**src/rtl/sccb_pkg.sv**
```systemverilog
// Shared state encoding, ROM markers and small helpers for the SCCB configuration sequencer.
package sccb_pkg;

  typedef enum logic [3:0] {
    IDLE, PWRUP, FETCH, DECODE, START, XFER, GAP, DELAY, DONE
  } state_e;

  localparam logic [15:0] END_MARK     = 16'hFFFF;
  localparam logic [15:0] DLY_MARK     = 16'hFFF0;
  localparam logic [7:0]  SLAVE_ID_DEF = 8'h42;

  function automatic int max3(input int a, input int b, input int c);
    int m;
    m = (a > b) ? a : b;
    return (m > c) ? m : c;
  endfunction

  function automatic logic [7:0] sat_inc8(input logic [7:0] v);
    return (v == 8'hFF) ? v : v + 8'd1;
  endfunction

endpackage

```
**src/rtl/ov7670_cfg_rom.sv**
```systemverilog
// OV7670 register table as a synchronous-read case ROM of {reg_addr, reg_data} entries.
module ov7670_cfg_rom
  import sccb_pkg::*;
#(
  parameter int ROM_AW = 8
) (
  input  logic              clk,
  input  logic [ROM_AW-1:0] addr,
  output logic [15:0]       data
);

  logic [31:0] addr_ext;
  assign addr_ext = 32'(addr);

  // NOTE: a ROM output register carries no reset; the sequencer never decodes it before a fetch.
  always_ff @(posedge clk) begin
    case (addr_ext)
      32'd0:   data <= 16'h1280;  // COM7: register soft reset, needs the delay that follows
      32'd1:   data <= DLY_MARK;
      32'd2:   data <= 16'h1101;  // CLKRC: input clock divided by 2
      default: data <= END_MARK;
    endcase
  end

endmodule

```
**src/rtl/sccb_cfg_seq.sv**
```systemverilog
// Walks the OV7670 configuration ROM and drives the SCCB byte master for each 3-byte write.
// Define SCCB_CFG_RETRY_EN to retry a NACKed entry up to three attempts before abandoning it.
module sccb_cfg_seq
  import sccb_pkg::*;
#(
  parameter logic [7:0] SLAVE_ID  = SLAVE_ID_DEF,
  parameter int         PWRUP_CYC = 100_000,
  parameter int         DELAY_CYC = 1_000_000,
  parameter int         GAP_CYC   = 1_000,
  parameter int         ROM_AW    = 8
) (
  input  logic              clk,
  input  logic              rst,
  input  logic              go,
  output logic              mst_start,
  output logic              mst_stop,
  output logic [7:0]        mst_wr_data,
  input  logic [1:0]        mst_ack,
  input  logic [3:0]        mst_state,
  output logic              busy,
  output logic              done,
  output logic [7:0]        err_cnt,
  output logic [ROM_AW-1:0] entry_idx
);

  localparam int CNT_W = $clog2(max3(PWRUP_CYC, DELAY_CYC, GAP_CYC) + 1);
  localparam logic [CNT_W-1:0] PWRUP_LAST = CNT_W'(PWRUP_CYC - 1);
  localparam logic [CNT_W-1:0] DELAY_LAST = CNT_W'(DELAY_CYC - 1);
  localparam logic [CNT_W-1:0] GAP_LAST   = CNT_W'(GAP_CYC - 1);

`ifdef SCCB_CFG_RETRY_EN
  localparam int MAX_TRIES = 3;
`else
  localparam int MAX_TRIES = 1;
`endif
  localparam logic [1:0] LAST_TRY = 2'(MAX_TRIES - 1);

  state_e              state_q, state_d;
  logic [CNT_W-1:0]    cnt_q, cnt_d;
  logic [ROM_AW-1:0]   idx_q, idx_d;
  logic [1:0]          phase_q, phase_d;
  logic [1:0]          tries_q, tries_d;
  logic [7:0]          err_q, err_d;
  logic [15:0]         entry_q, entry_d;
  logic [15:0]         rom_data;
  logic                bus_idle;

  assign bus_idle = (mst_state == 4'd0);

  ov7670_cfg_rom #(.ROM_AW(ROM_AW)) u_rom (
    .clk  (clk),
    .addr (idx_q),
    .data (rom_data)
  );

  // NOTE: sequential state uses non-blocking assignments so every register sees pre-edge values.
  always_ff @(posedge clk) begin
    if (rst) state_q <= IDLE;
    else     state_q <= state_d;
  end

  always_ff @(posedge clk) begin
    if (rst) begin
      cnt_q   <= '0;
      idx_q   <= '0;
      phase_q <= 2'd0;
      tries_q <= 2'd0;
      err_q   <= 8'd0;
      entry_q <= 16'd0;
    end else begin
      cnt_q   <= cnt_d;
      idx_q   <= idx_d;
      phase_q <= phase_d;
      tries_q <= tries_d;
      err_q   <= err_d;
      entry_q <= entry_d;
    end
  end

  // NOTE: every variable gets its default first, so no path can leave one unassigned (no latch).
  always_comb begin
    state_d = state_q;
    cnt_d   = cnt_q;
    idx_d   = idx_q;
    phase_d = phase_q;
    tries_d = tries_q;
    err_d   = err_q;
    entry_d = entry_q;
    case (state_q)
      IDLE, DONE: begin
        if (go) begin
          idx_d   = '0;
          err_d   = 8'd0;
          tries_d = 2'd0;
          cnt_d   = '0;
          state_d = PWRUP;
        end
      end
      PWRUP: begin
        if (cnt_q == PWRUP_LAST) state_d = FETCH;
        else                     cnt_d   = cnt_q + CNT_W'(1);
      end
      FETCH: state_d = DECODE;
      DECODE: begin
        entry_d = rom_data;
        if (rom_data == END_MARK) begin
          state_d = DONE;
        end else if (rom_data == DLY_MARK) begin
          idx_d   = idx_q + ROM_AW'(1);
          tries_d = 2'd0;
          cnt_d   = '0;
          state_d = DELAY;
        end else begin
          state_d = START;
        end
      end
      START: begin
        if (bus_idle) begin
          phase_d = 2'd1;
          state_d = XFER;
        end
      end
      XFER: begin
        if (mst_ack[1]) begin
          if (mst_ack[0] && phase_q != 2'd3) begin
            phase_d = phase_q + 2'd1;
          end else begin
            // Entry finishes on a full ACK or on its last permitted NACK; otherwise it is retried.
            if (mst_ack[0] || tries_q == LAST_TRY) begin
              idx_d   = idx_q + ROM_AW'(1);
              tries_d = 2'd0;
              if (!mst_ack[0]) err_d = sat_inc8(err_q);
            end else begin
              tries_d = tries_q + 2'd1;
            end
            cnt_d   = '0;
            state_d = GAP;
          end
        end
      end
      GAP: begin
        if (cnt_q != GAP_LAST) cnt_d   = cnt_q + CNT_W'(1);
        else if (bus_idle)     state_d = FETCH;
      end
      DELAY: begin
        if (cnt_q == DELAY_LAST) state_d = FETCH;
        else                     cnt_d   = cnt_q + CNT_W'(1);
      end
      default: state_d = IDLE;
    endcase
  end

  // Start exists only in START, so the master never sees a repeated start at an ack tick.
  always_comb begin
    mst_start   = (state_q == START) && bus_idle;
    mst_stop    = 1'b0;
    mst_wr_data = SLAVE_ID;
    busy        = (state_q != IDLE) && (state_q != DONE);
    done        = (state_q == DONE);
    if (state_q == XFER) begin
      mst_stop    = (phase_q == 2'd3) || (mst_ack[1] && !mst_ack[0]);
      mst_wr_data = (phase_q == 2'd1) ? entry_q[15:8] : entry_q[7:0];
    end
  end

  assign err_cnt   = err_q;
  assign entry_idx = idx_q;

endmodule
```
**config.mk**
```make
export PLATFORM = sky130hd
export DESIGN_NAME = sccb_cfg_seq
export DESIGN_NICKNAME = d
export VERILOG_FILES = /design/src/rtl/sccb_pkg.sv /design/src/rtl/ov7670_cfg_rom.sv /design/src/rtl/sccb_cfg_seq.sv
export SDC_FILE = /design/constraint.sdc
export NUM_CORES = 1
export LEC_CHECK = 0
export ABC_AREA = 1
export BUFFER_PORTS_ARGS = -buffer_cell sky130_fd_sc_hd__buf_2
export CORE_MARGIN = 2
export CORE_UTILIZATION = 30
export CTS_CLUSTER_DIAMETER = 50
export DETAILED_ROUTE_END_ITERATION = 8
export MAX_ROUTING_LAYER = met4
export PLACE_DENSITY = 0.47
export SYNTH_ARGS = -nofsm -noshare
export SYNTH_HDL_FRONTEND = slang
export SYNTH_SLANG_ARGS = --single-unit
```
**constraint.sdc**
```tcl
create_clock -name clk -period 3.3 [get_ports clk]
set_input_delay 0.495 -clock clk [delete_from_list [all_inputs] [get_ports clk]]
set_output_delay 0.495 -clock clk [all_outputs]
set_load 0.05 [all_outputs]
```
==> flow_summary.yaml, run 1 <==
worst_setup_path:
  worstSetupEndpointType: "output pin"
  cp.arrival_ns: 1.75
  crit_required_ns: 2.80
  startpoint_type: "register"
  worst-setup-path-type: "reg2out"
  worstPathMaxFanout: 17
drt:
  initialDrtViolationCount: 155
  num_vias: 3662
  drcViolationCount: 0
  routedWlPerCell_um: 13.8
  ant_nets: 0
  first_pass_iters: 7
  vias_per_cell: 4.88
  routed_wl_um: 10400
power:
  internal-power_w: 0.00142
  p_switching_w: 0.00125
  ir_drop_v: 0.000308
  sequentialPowerShare: 0.329
  p_leak_nw: 1.77
  clkPwrFrac: 0.217
  swShare: 0.468
  power.density_nw_per_um2: 649
  p_comb_frac: 0.453
floorplanning:
  core_area_sq_um: 12000
  pin_count: 37
  rows: 40
  initial_core_util: 0.305
  design.die.area_sq_um: 13100
  die_x_um: 114
  die_h_um: 114
grt:
  gr-total-overflow: 0
  grt_pass1_wl_um: 17200
  grt_pass1_vias: 3496
  antenna_found_initial: 0
  grt_use_total: 0.169
  grt_start_max_net_pins: 28
place:
  numPortBuffers: 36
  post-place-ws_ns: 1.16
  dpl.hpwl_um: 7780
  place.gp.congestion: 0.913
synth:
  syn_inst: 570
  synth_adder_area_share: 0.0309
  syn_avg_cell_area_sq_um: 6.40
  ys_warn_count: 0
  netlist_area_sq_um: 3650
  synth_cell_types: 44
  synth_top_family_by_area: "simple AND/OR/NAND/NOR gates"
  seq_area_frac_synth: 0.302
  synthSimpleGateAreaFrac: 0.434
  synthMuxAreaShare: 0
  syn-num-nets: 588
  synth_compound_area_frac: 0.120
  synth-xor-area-share: 0.0216
  ys_seq_elements: 55
final_layout:
  nFillCells: 1339
  num_antenna_cells: 0
  nNetsFinal: 620
  area_growth_pct: 12.6
  drive_above_1_share: 0.133
sta:
  fmax_mhz: 445
  finalClockSkew_ns: 0.00744
  worst_pin_slew_ns: 0.630
  finalSetupViolations: 0
  finalHoldViolations: 0
  grt_setup_unrepaired: "no"
  worst_slack_ns: 1.05
  fin_crit_sh: 0.681
  maxSlewHeadroom: 0.576
  min_period_ns: 2.25
  drv_slew: 0
  final.setup.tns_ns: 0
clock_network:
  clockBufferDepth: 2
  cts_buffers: 5
  ctsRootBufferMaster: "clkbuf_16"
  cts_tree: "done"
  cts_resized: 0
  path_clk_slew_ns: 0.08
  cts_hold_buf: 0
  htree_levels: 2
  clock_latency_ns: 0.30
  cts_setup_buffers: 0
  cts.sinks: 55
outcome:
  status: "complete, no violations"
run:
  maxCapViolations: 0
worst_hold_path:
  hold_path.class: "reg2reg"
==> stage by stage <==
stage	utilization	hold WS, ns	area (sq um)	power [W]	cells
2_1_floorplan	-	0.440	3650	0.00184	570
3_3_place_gp	0.330	0.449	3950	0.00209	742
3_5_place_dp	0.330	0.461	3950	0.00211	742
4_1_cts	0.343	0.474	4110	0.00270	750
5_1_grt	0.343	0.511	4110	0.00291	750
6_report	0.343	0.473	4110	0.00267	750
==> final cells by class <==
cell class | count | area, sq um | share of cell area
timing repair buffer | 38 | 195 | 0.0475
tap | 147 | 184 | 0.0448
sequential | 55 | 1100 | 0.268
multi-input combinational | 433 | 2210 | 0.539
clock inverter | 2 | 17.5 | 0.00426
clock buffer | 6 | 139 | 0.0338
inverter | 69 | 259 | 0.0631
==> layer usage <==
layer / share of wire / track usage / up-vias / routed length [um]
li1: - / - / 1923 / -
met1: 0.47 / 0.214 / 1672 / 4910
met2: 0.48 / 0.291 / 61 / 4990
met3: 0.035 / 0.0238 / 6 / 365
met4: 0.0083 / 0.0285 / 0 / 86
met5: 0 / - / - / 0
==> power groups by stage <==
stage                     Sequential [W]  Combinational [W]  Clock (W)
final                           0.000878            0.00121   0.000579
after detailed placement        0.000892            0.00121          0
after global routing            0.000895            0.00138   0.000633
after floorplan                 0.000881           0.000955          0
after CTS                       0.000877            0.00122   0.000606
after global placement          0.000890            0.00120          0
==> worst max-delay path, cell delays in order, from the launching register on <==
cell and delay (ns):
dfxtp_1 0.31, inv_2 0.07, nand2_1 0.16, inv_2 0.14, nand2_2 0.24, a21oi_1 0.23
buf_2 0.29
==> synth_stat cells (all sizes together) <==
cell / count / area, sq um
nand2: 130 / 505
nor2: 108 / 475
inv: 67 / 251
nand3: 59 / 333
dfxtp: 55 / 1100
a21oi: 36 / 184
nand4: 20 / 131
o21ai: 19 / 98.9
nor3: 16 / 85.1
o21bai: 11 / 82.6
ha: 9 / 113
xor2: 8 / 70.1
clkbuf: 7 / 27.5
buf: 6 / 47.5
clkinv: 2 / 7.51
nand3b: 2 / 15.0
o22ai: 2 / 12.5
or2: 2 / 12.5
a211oi: 1 / 7.51
a21o: 1 / 7.51
a31o: 1 / 8.76
a31oi: 1 / 6.26
and2: 1 / 6.26
and3: 1 / 6.26
nor3b: 1 / 7.51
nor4: 1 / 6.26
o211ai: 1 / 7.51
o31ai: 1 / 21.3
xnor2: 1 / 8.76
==> logic make-up (layout without fill, tap and decap cells) <==
family	count (synthesis)	in the layout
simple gates	341	341
fa+ha+maj	9	9
compound gates	74	74
flops	55	55
xor+xnor	9	9
buf+inv	82	115
==> registers in the layout, indices dropped and copies added (netlist names) <==
name        cells
state_q         4
err_cnt         8
tries_q         2
entry_q         6
phase_q         2
cnt_q          20
entry_idx       8
u_rom.data      5
==> placed cells by master (no fill, tap or decap), types with 6 or more instances in the layout <==
cell type    n
nand2_1    125
nor2_1      99
inv_1       61
dfxtp_1     55
nand3_1     53
buf_2       36
a21oi_1     35
nand4_1     19
o21ai_0     18
nor3_1      15
o21bai_1    11
ha_1         9
xor2_1       8
inv_2        6
==> worst paths after layout <==
check / end / slack [ns] / startpoint / depth (start not counted)
setup reg to reg: entry_idx[1] / 1.16 / state_q[1] / 8
setup / recovery: mst_wr_data[2] / 1.05 / state_q[3] / 6
hold reg to reg: tries_q[0] / 0.47 / tries_q[0] / 2
hold / removal: tries_q[0] / 0.47 / tries_q[0] / 2
Note: power is estimated with default switching activity, not from simulation.
==> run 2, diff against run 1 <==
==> constraint.sdc (replaced) <==
create_clock -name clk -period 2.2 [get_ports clk]
set_input_delay 0.33 -clock clk [delete_from_list [all_inputs] [get_ports clk]]
set_output_delay 0.33 -clock clk [all_outputs]
set_load 0.05 [all_outputs]
==> run 2 against run 1 <==
Core utilization grew 0.23 points. Cell area increased by 0.67%. Wire length up 0.44%. Clock power grew 50%. Register-to-register slack worse by 0.90 ns. Cell count grew 0.40%. Critical path depth fell by 2.
==> flow_summary.yaml, run 2 (synthesized netlist as in run 1, its figures left out) <==
floorplanning:
  core_area_sq_um: 12000
  design.die.area_sq_um: 13100
  die_x_um: 114
  rows: 40
  die_h_um: 114
  pin_count: 37
  initial_core_util: 0.305
drt:
  first_pass_iters: 5
  routedWlPerCell_um: 13.8
  vias_per_cell: 4.90
  ant_nets: 0
  routed_wl_um: 10400
  num_vias: 3692
  drcViolationCount: 0
  initialDrtViolationCount: 194
final_layout:
  area_growth_pct: 13.4
  mostFrequentLayoutCell: "nand2_1"
  num_antenna_cells: 0
  regMostFlops: "cnt_q"
  multi_input_area_sq_um: 2220
  final_util: 0.346
  drive_above_1_share: 0.139
  nNetsFinal: 623
  final_cell_mix: "nand2_1 (125), nor2_1 (99), inv_1 (61)"
  seq_area_sq_um: 1100
  largest_reg_flops: 20
  nFillCells: 1276
power:
  sequentialPowerShare: 0.328
  p_switching_w: 0.00190
  clkPwrFrac: 0.218
  power.density_nw_per_um2: 968
  ir_drop_v: 0.000510
  swShare: 0.474
  p_comb_frac: 0.454
  p_leak_nw: 1.79
  internal-power_w: 0.00211
worst_setup_path:
  worstPathMaxFanout: 6
  worst-setup-path-type: "reg2out"
  startpoint_type: "register"
  worstRegToRegCells: 8
  cp.arrival_ns: 1.64
  worstSetupEndpointType: "output pin"
  crit_required_ns: 1.87
grt:
  grt_start_max_net_pins: 28
  grt_pass1_vias: 3445
  grt_use_total: 0.170
  antenna_found_initial: 0
  grt_pass1_wl_um: 17000
  gr-total-overflow: 0
clock_network:
  cts_tree: "done"
  path_clk_slew_ns: 0.08
  clockBufferDepth: 2
  clock_latency_ns: 0.31
  cts.sinks: 55
  cts_buffers: 5
  cts_setup_buffers: 0
  ctsRootBufferMaster: "clkbuf_16"
  htree_levels: 2
sta:
  finalSetupViolations: 0
  fmax_mhz: 508
  maxSlewHeadroom: 0.458
  worst_pin_slew_ns: 0.808
  min_period_ns: 1.97
  drv_slew: 0
  grt_setup_unrepaired: "no"
  fin_crit_sh: 0.895
  final.setup.tns_ns: 0
  finalHoldViolations: 0
  finalClockSkew_ns: 0.00560
place:
  dpl.hpwl_um: 7830
  numPortBuffers: 36
  place.gp.congestion: 0.893
worst_hold_path:
  hold_path_depth: 2
  hold_path.class: "reg2reg"
run:
  maxCapViolations: 0
outcome:
  status: "complete, no violations"
==> run 2: cell types whose count changed in the layout (fill, tap and decap cells not counted) <==
| cell | delta |
|---|---|
| clkinvlp_4 | +1 |
| nand2_2 | -1 |
| inv_6 | -1 |
| clkbuf_8 | -1 |
| nand2_4 | +1 |
| a21oi_2 | +1 |
| buf_4 | +3 |
| inv_8 | +1 |
| a21oi_1 | -1 |
==> run 2: final cells by class <==
type                       instances  area share
multi-input combinational        433       0.537
inverter                          69      0.0626
sequential                        55       0.266
tap                              147      0.0445
clock buffer                       5      0.0303
clock inverter                     3     0.00666
timing repair buffer              41      0.0526
==> run 2: final timing paths <==
path | slack (ns) | endpoint | startpoint
min reg2reg | 0.47 | tries_q[0] | tries_q[0]
max reg2reg | 0.26 | state_q[1] | cnt_q[0]
max | 0.23 | done | state_q[0]
min | 0.47 | tries_q[0] | tries_q[0]
==> run 2: worst max-delay path, stage by stage, from the launching register on <==
cell,delay [ns]
dfxtp_1,0.37
nor2_1,0.24
nand2_1,0.24
nor2_1,0.19
buf_2,0.29
==> run 2: through the flow <==
step / hold WS [ns] / worst slack (ns) / cell area (sq um) / cells / total power, W
2_1_floorplan: 0.408 / 0.0917 / 3650 / 570 / 0.00275
3_3_place_gp: 0.454 / 0.198 / 3980 / 745 / 0.00315
3_5_place_dp: 0.462 / 0.140 / 3980 / 745 / 0.00316
5_1_grt: 0.488 / 0.0292 / 4140 / 753 / 0.00435
4_1_cts: 0.468 / 0.0651 / 4130 / 753 / 0.00405
6_report: 0.467 / 0.232 / 4140 / 753 / 0.00400
==> run 2: what timing repair did <==
item                       4_1_cts  5_1_grt
resized for setup                0        1
setup endpoints to repair        0       10
hold buffers                     0        0
==> run 2: per-layer routing <==
metal | share of wire | global-route usage | wire, um
met2 | 0.48 | 0.281 | 5000
met4 | 0.020 | 0.0634 | 210
met3 | 0.041 | 0.0265 | 426
met5 | 0 | - | 0
met1 | 0.46 | 0.210 | 4770
==> run 2: power groups by stage <==
stage / combinational, W / sequential [W] / clock, W
after floorplan: 0.00143 / 0.00132 / 0
after global placement: 0.00181 / 0.00133 / 0
after detailed placement: 0.00183 / 0.00134 / 0
after CTS: 0.00183 / 0.00132 / 0.000904
after global routing: 0.00207 / 0.00134 / 0.000943
final: 0.00182 / 0.00131 / 0.000871
